## src/rtl/pc_sequencer.sv

```systemverilog
// Program-counter sequencer for the MIPS fetch stage with single-delay-slot redirects.
// Optional simulation trace: define PC_SEQUENCER_TRACE_EN.
module pc_sequencer #(
  parameter int                WIDTH        = 32,
  parameter logic [WIDTH-1:0]  RESET_VECTOR = WIDTH'(32'hBFC00000),
  parameter int                STEP         = 4,
  parameter int                ALIGN_BITS   = 2
) (
  input  logic             clk,
  input  logic             reset,
  input  logic             clk_enable,
  input  logic             stall,
  input  logic             redirect_valid,
  input  logic [WIDTH-1:0] redirect_target,
  output logic [WIDTH-1:0] pc_out,
  output logic [WIDTH-1:0] link_addr,
  output logic             in_delay_slot,
  output logic             halted,
  output logic             addr_err
);

  localparam logic [1:0] ST_RUN    = 2'd0;
  localparam logic [1:0] ST_DELAY  = 2'd1;
  localparam logic [1:0] ST_HALTED = 2'd2;

  localparam logic [WIDTH-1:0] STEP_INC   = WIDTH'(STEP);
  localparam logic [WIDTH-1:0] LINK_OFS   = WIDTH'(2 * STEP);
  localparam logic [WIDTH-1:0] ALIGN_MASK = WIDTH'((64'd1 << ALIGN_BITS) - 64'd1);

  logic [1:0]       state;
  logic [1:0]       state_nxt;
  logic [WIDTH-1:0] target_q;
  logic [WIDTH-1:0] target_nxt;
  logic [WIDTH-1:0] pc_nxt;
  logic [WIDTH-1:0] pc_seq;
  logic             err_nxt;
  logic             advance;
  logic             target_aligned;

  assign advance        = clk_enable & ~stall & ~reset;
  assign pc_seq         = pc_out + STEP_INC;
  assign target_aligned = (redirect_target & ALIGN_MASK) == '0;
  assign link_addr      = pc_out + LINK_OFS;
  assign in_delay_slot  = (state == ST_DELAY);
  assign halted         = (state == ST_HALTED);

  // A redirect is only accepted in RUN; the delay slot and HALTED ignore redirect_valid.
  always_comb begin
    state_nxt  = state;
    target_nxt = target_q;
    pc_nxt     = pc_out;
    err_nxt    = 1'b0;
    if (advance) begin
      case (state)
        ST_RUN: begin
          pc_nxt = pc_seq;
          if (redirect_valid) begin
            if (target_aligned) begin
              target_nxt = redirect_target;
              state_nxt  = ST_DELAY;
            end else begin
              err_nxt = 1'b1;
            end
          end
        end
        ST_DELAY: begin
          pc_nxt    = target_q;
          state_nxt = (target_q == '0) ? ST_HALTED : ST_RUN;
        end
        ST_HALTED: begin
          state_nxt = ST_HALTED;
        end
        default: begin
          state_nxt = ST_RUN;
        end
      endcase
    end
  end

  always_ff @(posedge clk) begin
    if (reset) begin
      pc_out   <= RESET_VECTOR;
      state    <= ST_RUN;
      target_q <= '0;
      addr_err <= 1'b0;
    end else begin
      pc_out   <= pc_nxt;
      state    <= state_nxt;
      target_q <= target_nxt;
      addr_err <= err_nxt;
    end
  end

`ifdef PC_SEQUENCER_TRACE_EN
  always @(posedge clk) begin
    $display("CPU : PC : %h state=%0d", pc_out, state);
  end
`endif

endmodule
```

## config.mk

```make
export PLATFORM = sky130hd
export DESIGN_NAME = pc_sequencer
export DESIGN_NICKNAME = d
export VERILOG_FILES = /design/src/rtl/pc_sequencer.sv
export SDC_FILE = /design/constraint.sdc
export NUM_CORES = 1
export LEC_CHECK = 0
export ABC_AREA = 1
export ABC_CLOCK_PERIOD_IN_PS = 4500
export BUFFER_PORTS_ARGS = -buffer_cell sky130_fd_sc_hd__buf_2
export CORE_ASPECT_RATIO = 0.75
export CORE_MARGIN = 2
export CORE_UTILIZATION = 55
export CTS_CLUSTER_SIZE = 8
export DETAILED_ROUTE_END_ITERATION = 8
export PLACE_DENSITY = 0.83
export SLEW_MARGIN = 5
export SYNTH_ARGS = -nofsm -noshare
export SYNTH_HDL_FRONTEND = slang
export SYNTH_SLANG_ARGS = --single-unit
```

## constraint.sdc

```tcl
create_clock -name clk -period 4.5 [get_ports clk]
set_clock_uncertainty 0.2 [all_clocks]
set_input_delay 0.675 -clock clk [delete_from_list [all_inputs] [get_ports clk]]
set_output_delay 0.675 -clock clk [all_outputs]
set_load 0.01 [all_outputs]
```

# == After elaboration in Yosys (flattened, before gate mapping) ==
# Index checks and enable logic that the tools add are counted.
# totals
output_inout_bits,67
register_bits,67
word_cells,31
# op_classes
n_eq_ne,4
bitwise_logic,7
reduce_logical,8
mux,6
addsub,2
# op_table
operator,n
32-bit logical NOT,2
32-bit case mux with 2 select lines,1
32-bit by 3-bit adder with 32-bit output (second input constant),1
32-bit by 4-bit adder with 32-bit output (second input constant),1
2-bit 2-to-1 mux,3
2-bit case mux with 3 select lines,1
1-bit inverter,5
2-bit != test (second input constant),2
4-bit AND reduction,1
4-bit OR reduction,1
3-bit AND reduction,1
1-bit AND,2
2-bit by 1-bit == test with 1-bit output (second input constant),1
2-bit == test (second input constant),1
2-bit logical NOT,1
2-bit AND reduction,1
2-bit nonzero test,1
1-bit 2-to-1 mux,1

# == Depth between registers and ports, before layout ==
# Gate-level depths: netlist (run 1).
# logic_depth
ltp_word,5
ltp_mapped,10

# == Worst setup path after synthesis (run 1) ==
# Ideal clock, no wire load.
# synth_path
path_kind,flip-flop to output port
startpoint,reg pc_out[3]
endpoint,out link_addr[27]
stages_incl_launch_ff,8
arrival_ns,1.504
required_ns,3.625
path_slack_ns,2.121
cell_sequence,dfxtp_1 -> ha_1 -> inv_1 -> nor2_4 -> nand3_4 -> nor2_4 -> nand2_2 -> xor2_1
# synth_via
elab_chain_len,1
# synth_lines
element,line,rtl
"start, declared",15,"output logic [WIDTH-1:0] pc_out,"
"start signal, assigned",87,pc_out <= pc_nxt;
32-bit by 4-bit adder with 32-bit output,43,assign link_addr = pc_out + LINK_OFS;
"end, declared",16,"output logic [WIDTH-1:0] link_addr,"
# No other way between the ends.

# == Worst setup path after layout (run 1) ==
# layout_path
startpoint,in reset
endpoint,reg pc_out[22]
# layout_via
elab_chain_len,3
# layout_lines
element,line,rtl
"start, declared",10,"input logic reset,"
1-bit inverter,40,assign advance = clk_enable & ~stall & ~reset;
1-bit AND,40,
2-bit AND reduction (no line),-,
# Several ways; a longest one is shown, not always the timed one.
# A chain may end at the register's enable or synchronous reset.

==> results of run 1 <==
-- metrics by stage --
step                      std cells  hold WS, ns  utilization, %  power (mW)  worst slack, ns
after floorplan                 598        0.239               -       0.693             2.12
final                           791        0.269            68.5        1.28             1.33
after global placement          776        0.255            65.4       0.736             1.23
after global routing            791        0.303            68.5        1.32             1.09
after CTS                       791        0.270            68.5        1.28             1.38
after detailed placement        776        0.262            65.4       0.739             1.07
-- metal layers --
metal  vias to the layer above  global-route usage (%)
met3                        43                    10.3
li1                       2135                       -
met2                       316                    51.4
met5                         -                       0
met4                         0                    11.3
met1                      2023                    45.6
-- cell families (layout without fill, tap and decap cells) --
group / Yosys count / after routing / synth area share [%]
simple gates: 295 / 295 / 33.9
compound gates: 119 / 119 / 16.4
buf+inv: 85 / 180 / 8.86
flops: 67 / 67 / 33.6
xor+xnor: 30 / 30 / 6.58
fa+ha+maj: 2 / 2 / 0.626
-- area by class of cell --
class                           count  area (um^2)
Inverter                           57          214
Fill cell                         632         2180
Tap cell                           98          123
Sequential cell                    67         1340
Clock buffer                        9          124
Multi-Input combinational cell    446         2300
Clock inverter                      6         91.3
Timing Repair Buffer              108          553
-- state kept, by name, indices dropped and copies added, names as in the netlist --
name,count
pc_out,32
target_q,32
state,2
addr_err,1
-- synth_stat cells --
cell	number
a211oi_1	7
a21oi_1	48
a21oi_2	1
a31oi_1	1
buf_2	10
buf_4	3
clkbuf_1	13
clkbuf_2	1
clkbuf_8	1
clkinv_1	2
dfxtp_1	67
ha_1	2
inv_1	51
inv_2	4
nand2_1	122
nand2_2	7
nand2_4	3
nand3_1	32
nand3_4	1
nand3b_1	2
nand4_1	7
nor2_1	88
nor2_2	6
nor2_4	9
nor2_8	1
nor3_1	12
nor3_2	1
nor4_1	4
o211ai_1	3
o21ai_0	47
o21ai_1	2
o21ai_2	1
o21bai_1	2
o221ai_1	5
o22ai_1	2
xnor2_1	9
xor2_1	21
-- worst max-delay path: cells and delay by family --
family	cells	cell delay [ns]
simple gates	5	1.62
buf+inv	4	0.80
compound gates	1	0.11
-- worst paths after layout --
check / start / to / slack (ns) / cells after the start
min reg2reg: target_q[1] / target_q[1] / 0.27 / 2
min: target_q[1] / target_q[1] / 0.27 / 2
max: reset / pc_out[22] / 1.33 / 10
max reg2reg: state[0] / target_q[6] / 1.77 / 7
-- power by group --
part	switching (mW)	internal, mW
clock network	0.246	0.309
registers	0.0159	0.602
logic	0.0680	0.0437
total	0.330	0.955
==> metrics.txt, run 1 <==
Final Cycle Share 70.4%; Core Footprint 6930 um^2; most common cell after layout, fill and taps aside nand2_1; PD cells 271 nW/um^2; I/O pins 104; worst stage delay on the critical path 0.71 ns; final net count 728; first-pass GRT wire length 20700 um; setup violators final 0; wire per inst 16.6 um; Vias/cell 5.71; Avg Cell Area, Syn 6.68 um^2; Slew @ Worst Pin 1.27 ns; CTS Hold Bufs 0; startpoint type of the worst setup path input pin; worst skew pair latency 0.36 ns; Sum Neg Setup Slack 0 ns; status completed; CTS root buffer clkbuf_8; H-tree level count 3; LEAKAGE 2.11 nW; HP Class register to register; Synth Instances 598; maximum fanout along the worst path 48; max layer used met4; Max Cap Viol 0; Clock Path Buffers 2; die height 77.8 um; vias in the first global route 4144; Hold Vio Cnt, Final 0; DR DRC count 0; Ant. Diodes 0; Placement Rows 26; Design Area, Final 4750 um^2; post-CTS setup buffers 0; largest net degree at the start of global routing 49; RSZ-0062 raised after global routing false; post-synthesis sequential area ratio 33.6%; die footprint 7970 um^2; post-synth cell types 37; max_slew headroom 15.4%; port buffer count 103; CTS buffer count 9; Mapped Area 4000 um^2; max-slew violation count 0; crit end category register; Fmax 316 MHz; Post-CTS Resized 0; initial core utilization 57.7%; post-DP HPWL 9390 um; CP Class input pin to register; post-synthesis net count 637; most frequent CP cell nand2_1; Seq cells post-synth 67; GRT overflow 0; placed inst area 4530 um^2; share of layout cells above drive strength 1 22.7%; First-pass DRT Iterations 5; vias after detailed routing 4517; Synth area leader dfxtp_1; # clock sinks 67; Area Overhead vs Synth 18.8%; Cell Chain, Critical Path buf_2 -> inv_1 -> buf_4 -> nand2_1 -> inv_1 -> nand2_1 -> nor3_1 -> nand3_1 -> o211ai_1 -> nand2_1; Yosys top cell area share 33.6%; Worst Path Required 4.54 ns; Metal-1 WL 5270 um; Worst path slowest cell nand2_1; routed wl met2 5710 um; Period minus WS final 3.17 ns; Routed Antenna Nets 0; crit path DAT 3.21 ns; clk slew on worst S/H paths 0.08 ns; WL final 13100 um; most frequent cells in the layout 122 x nand2_1, 103 x buf_2, 88 x nor2_1, 67 x dfxtp_1, 51 x inv_1; Die Width 102 um; GRT Resource Usage Total 33.8%; met3 wire length 1750 um; CTS tree done; Yosys warning total 0; Peak VDD IR 182 uV; antenna violations before repair 0; RD Place Congestion 0.948; Iter 0 DRT Violations 478; top cells by area, synth dfxtp_1 34%, nand2_1 11%, nor2_1 8.3%
No activity file was read; power rests on OpenSTA's default activity.
==> run 2: changes to the inputs <==
Settings changed: ABC_AREA 1 to 0, ABC_CLOCK_PERIOD_IN_PS 4500 to 3230, CORE_UTILIZATION 55 to 53, PLACE_DENSITY 0.83 to 0.81.
Clock period 4.5 ns to 3.23 ns, I/O delays scaled along.
==> metrics.txt, run 2 <==
status completed; worst hold path endpoint target_q[26]; top cells by area, synth dfxtp_1 35%, mux2i_1 8.4%, nor2_1 6.3%; Max Cap Viol 0; WL final 11900 um; DR DRC count 0; worst-case reg-to-reg path depth 6; PD cells 378 nW/um^2; Hold Vio Cnt, Final 0; # clock sinks 67; Clock Path Buffers 2; Placement Rows 26; vias after detailed routing 3881; combinational power share 7.3%; H-tree level count 3; die footprint 7870 um^2; Commonest cells post-synth 67 x dfxtp_1, 64 x nor2_1, 32 x mux2i_1; FFs w/ async S/R, synth 0%; Hold Path Stages 3; first-pass GRT wire length 18600 um; final core occ 66.4%; reg-to-reg startpoint state[0]; final net count 582; Peak VDD IR 315 uV; largest net degree at the start of global routing 59; maximum fanout along the worst path 10; clk slew on worst S/H paths 0.08 ns; RSZ-0062 raised after global routing false; fillers 618; post-synthesis sequential area ratio 35.3%; setup slack, reg-to-reg 0.59 ns; post-synthesis net count 490; port buffer count 103; CTS Hold Bufs 0; Top FF cell, synth dfxtp_1; Ant. Diodes 0; Avg Cell Area, Syn 8.42 um^2; worst skew pair latency 0.35 ns; Design Area, Final 4560 um^2; die height 77.3 um; Yosys top cell area share 35.3%; placed inst area 4340 um^2; Post-CTS Resized 0; share of layout cells above drive strength 1 28.6%; Yosys warning total 0; vias in the first global route 3555; I/O pins 104; RD Place Congestion 0.933; most frequent cell after synthesis dfxtp_1; initial core utilization 55.3%; max-slew violation count 0; post-CTS setup buffers 0; max_slew headroom 56.4%; Seq cells post-synth 67; crit end category primary output; most frequent cells in the layout 103 x buf_2, 67 x dfxtp_1, 64 x nor2_1, 32 x mux2i_1, 30 x nand2_1; startpoint type of the worst setup path register; CTS root buffer clkbuf_8; Area Overhead vs Synth 20.0%; Slew @ Worst Pin 0.649 ns; Period minus WS final 3.11 ns; antenna violations before repair 0; Hold Path Origin redirect_target[26]; Sum Neg Setup Slack 0 ns; Iter 0 DRT Violations 289; Core Footprint 6860 um^2; Clock power frac 43.3%; Routed Antenna Nets 0; Fmax 322 MHz; HP Class input pin to register; Vias/cell 6.01; CTS buffer count 9; cell internal pwr 1.27 mW; post-synth cell types 60; Synth area leader dfxtp_1; sequential power share 49.3%; Mapped Area 3800 um^2; First-pass DRT Iterations 5; LEAKAGE 2.10 nW; most common cell after layout, fill and taps aside buf_2; wire per inst 18.4 um; post-DP HPWL 8800 um; CP Class register to primary output; Final Cycle Share 96.2%; NetSw 0.452 mW; Post-synth EDFFs 0; Synth Instances 451; Die Width 102 um; GRT Resource Usage Total 30.6%; Worst Path Required 2.55 ns; biggest regs pc_out: 32 flops, target_q: 32 flops, state: 2 flops; setup violators final 0; GRT overflow 0; worst reg2reg endpoint target_q[14]; crit path DAT 2.42 ns; Switching Share 26.3%; CTS tree done
## run 2: metrics by stage
step	instances	hold slack (ns)	total power [mW]	setup WS [ns]
floorplan	451	0.240	0.937	0.594
detailed placement	630	0.274	0.993	0.349
CTS	646	0.152	1.73	0.0674
global placement	630	0.268	0.990	0.474
global route	646	0.160	1.77	0.0266
finish	646	0.161	1.72	0.123
## run 2: how the worst max path moves through the flow
| stage | from | endpoint | slack, ns | depth (start not counted) |
|---|---|---|---|---|
| 2_1_floorplan | pc_out[4] | link_addr[29] | 0.59 | 6 |
| 3_3_place_gp | stall | target_q[1] | 0.47 | 5 |
| 3_5_place_dp | stall | target_q[14] | 0.35 | 6 |
| 4_1_cts | pc_out[3] | link_addr[29] | 0.07 | 7 |
| 5_1_grt | pc_out[10] | link_addr[28] | 0.03 | 5 |
| 6_report | pc_out[11] | link_addr[28] | 0.12 | 5 |
## run 2: cell type report
type	instances	area [um^2]	area share, %
timing repair buffer	115	606	13.3
tap	98	123	2.69
clock buffer	10	138	3.02
sequential	67	1340	29.4
inverter	10	37.5	0.824
multi-input combinational	340	2240	49.2
clock inverter	6	71.3	1.57
## run 2: worst max-delay path, stage by stage, from the launching register on
cell	delay, ns
dfxtp_1	0.55
nand4_1	0.40
nor3_2	0.55
nand4_1	0.19
xnor2_1	0.21
buf_2	0.16
## run 2: power groups by stage
stage / Clock, mW / Sequential, mW / Combinational, mW
after floorplan: 0 / 0.867 / 0.0698
after global placement: 0 / 0.868 / 0.122
after detailed placement: 0 / 0.869 / 0.124
after CTS: 0.753 / 0.849 / 0.125
after global routing: 0.785 / 0.851 / 0.137
final: 0.746 / 0.850 / 0.126
## run 2: cells by family (layout without fill, tap and decap cells)
logic type	after synthesis	in the layout	share of synthesized area, %
simple gates	199	199	28.7
compound gates	80	80	14.7
flops	67	67	35.3
buf+inv	44	141	6.06
mux	32	32	8.43
xor+xnor	27	27	6.23
fa+ha+maj	2	2	0.659
## run 2: metal layers
metal	vias to the layer above	wire [um]	GRT usage, %
met5	-	0	0
met4	0	121	7.97
met3	13	1120	7.02
met2	191	5300	45.1
met1	1847	5340	44.8
li1	1830	-	-
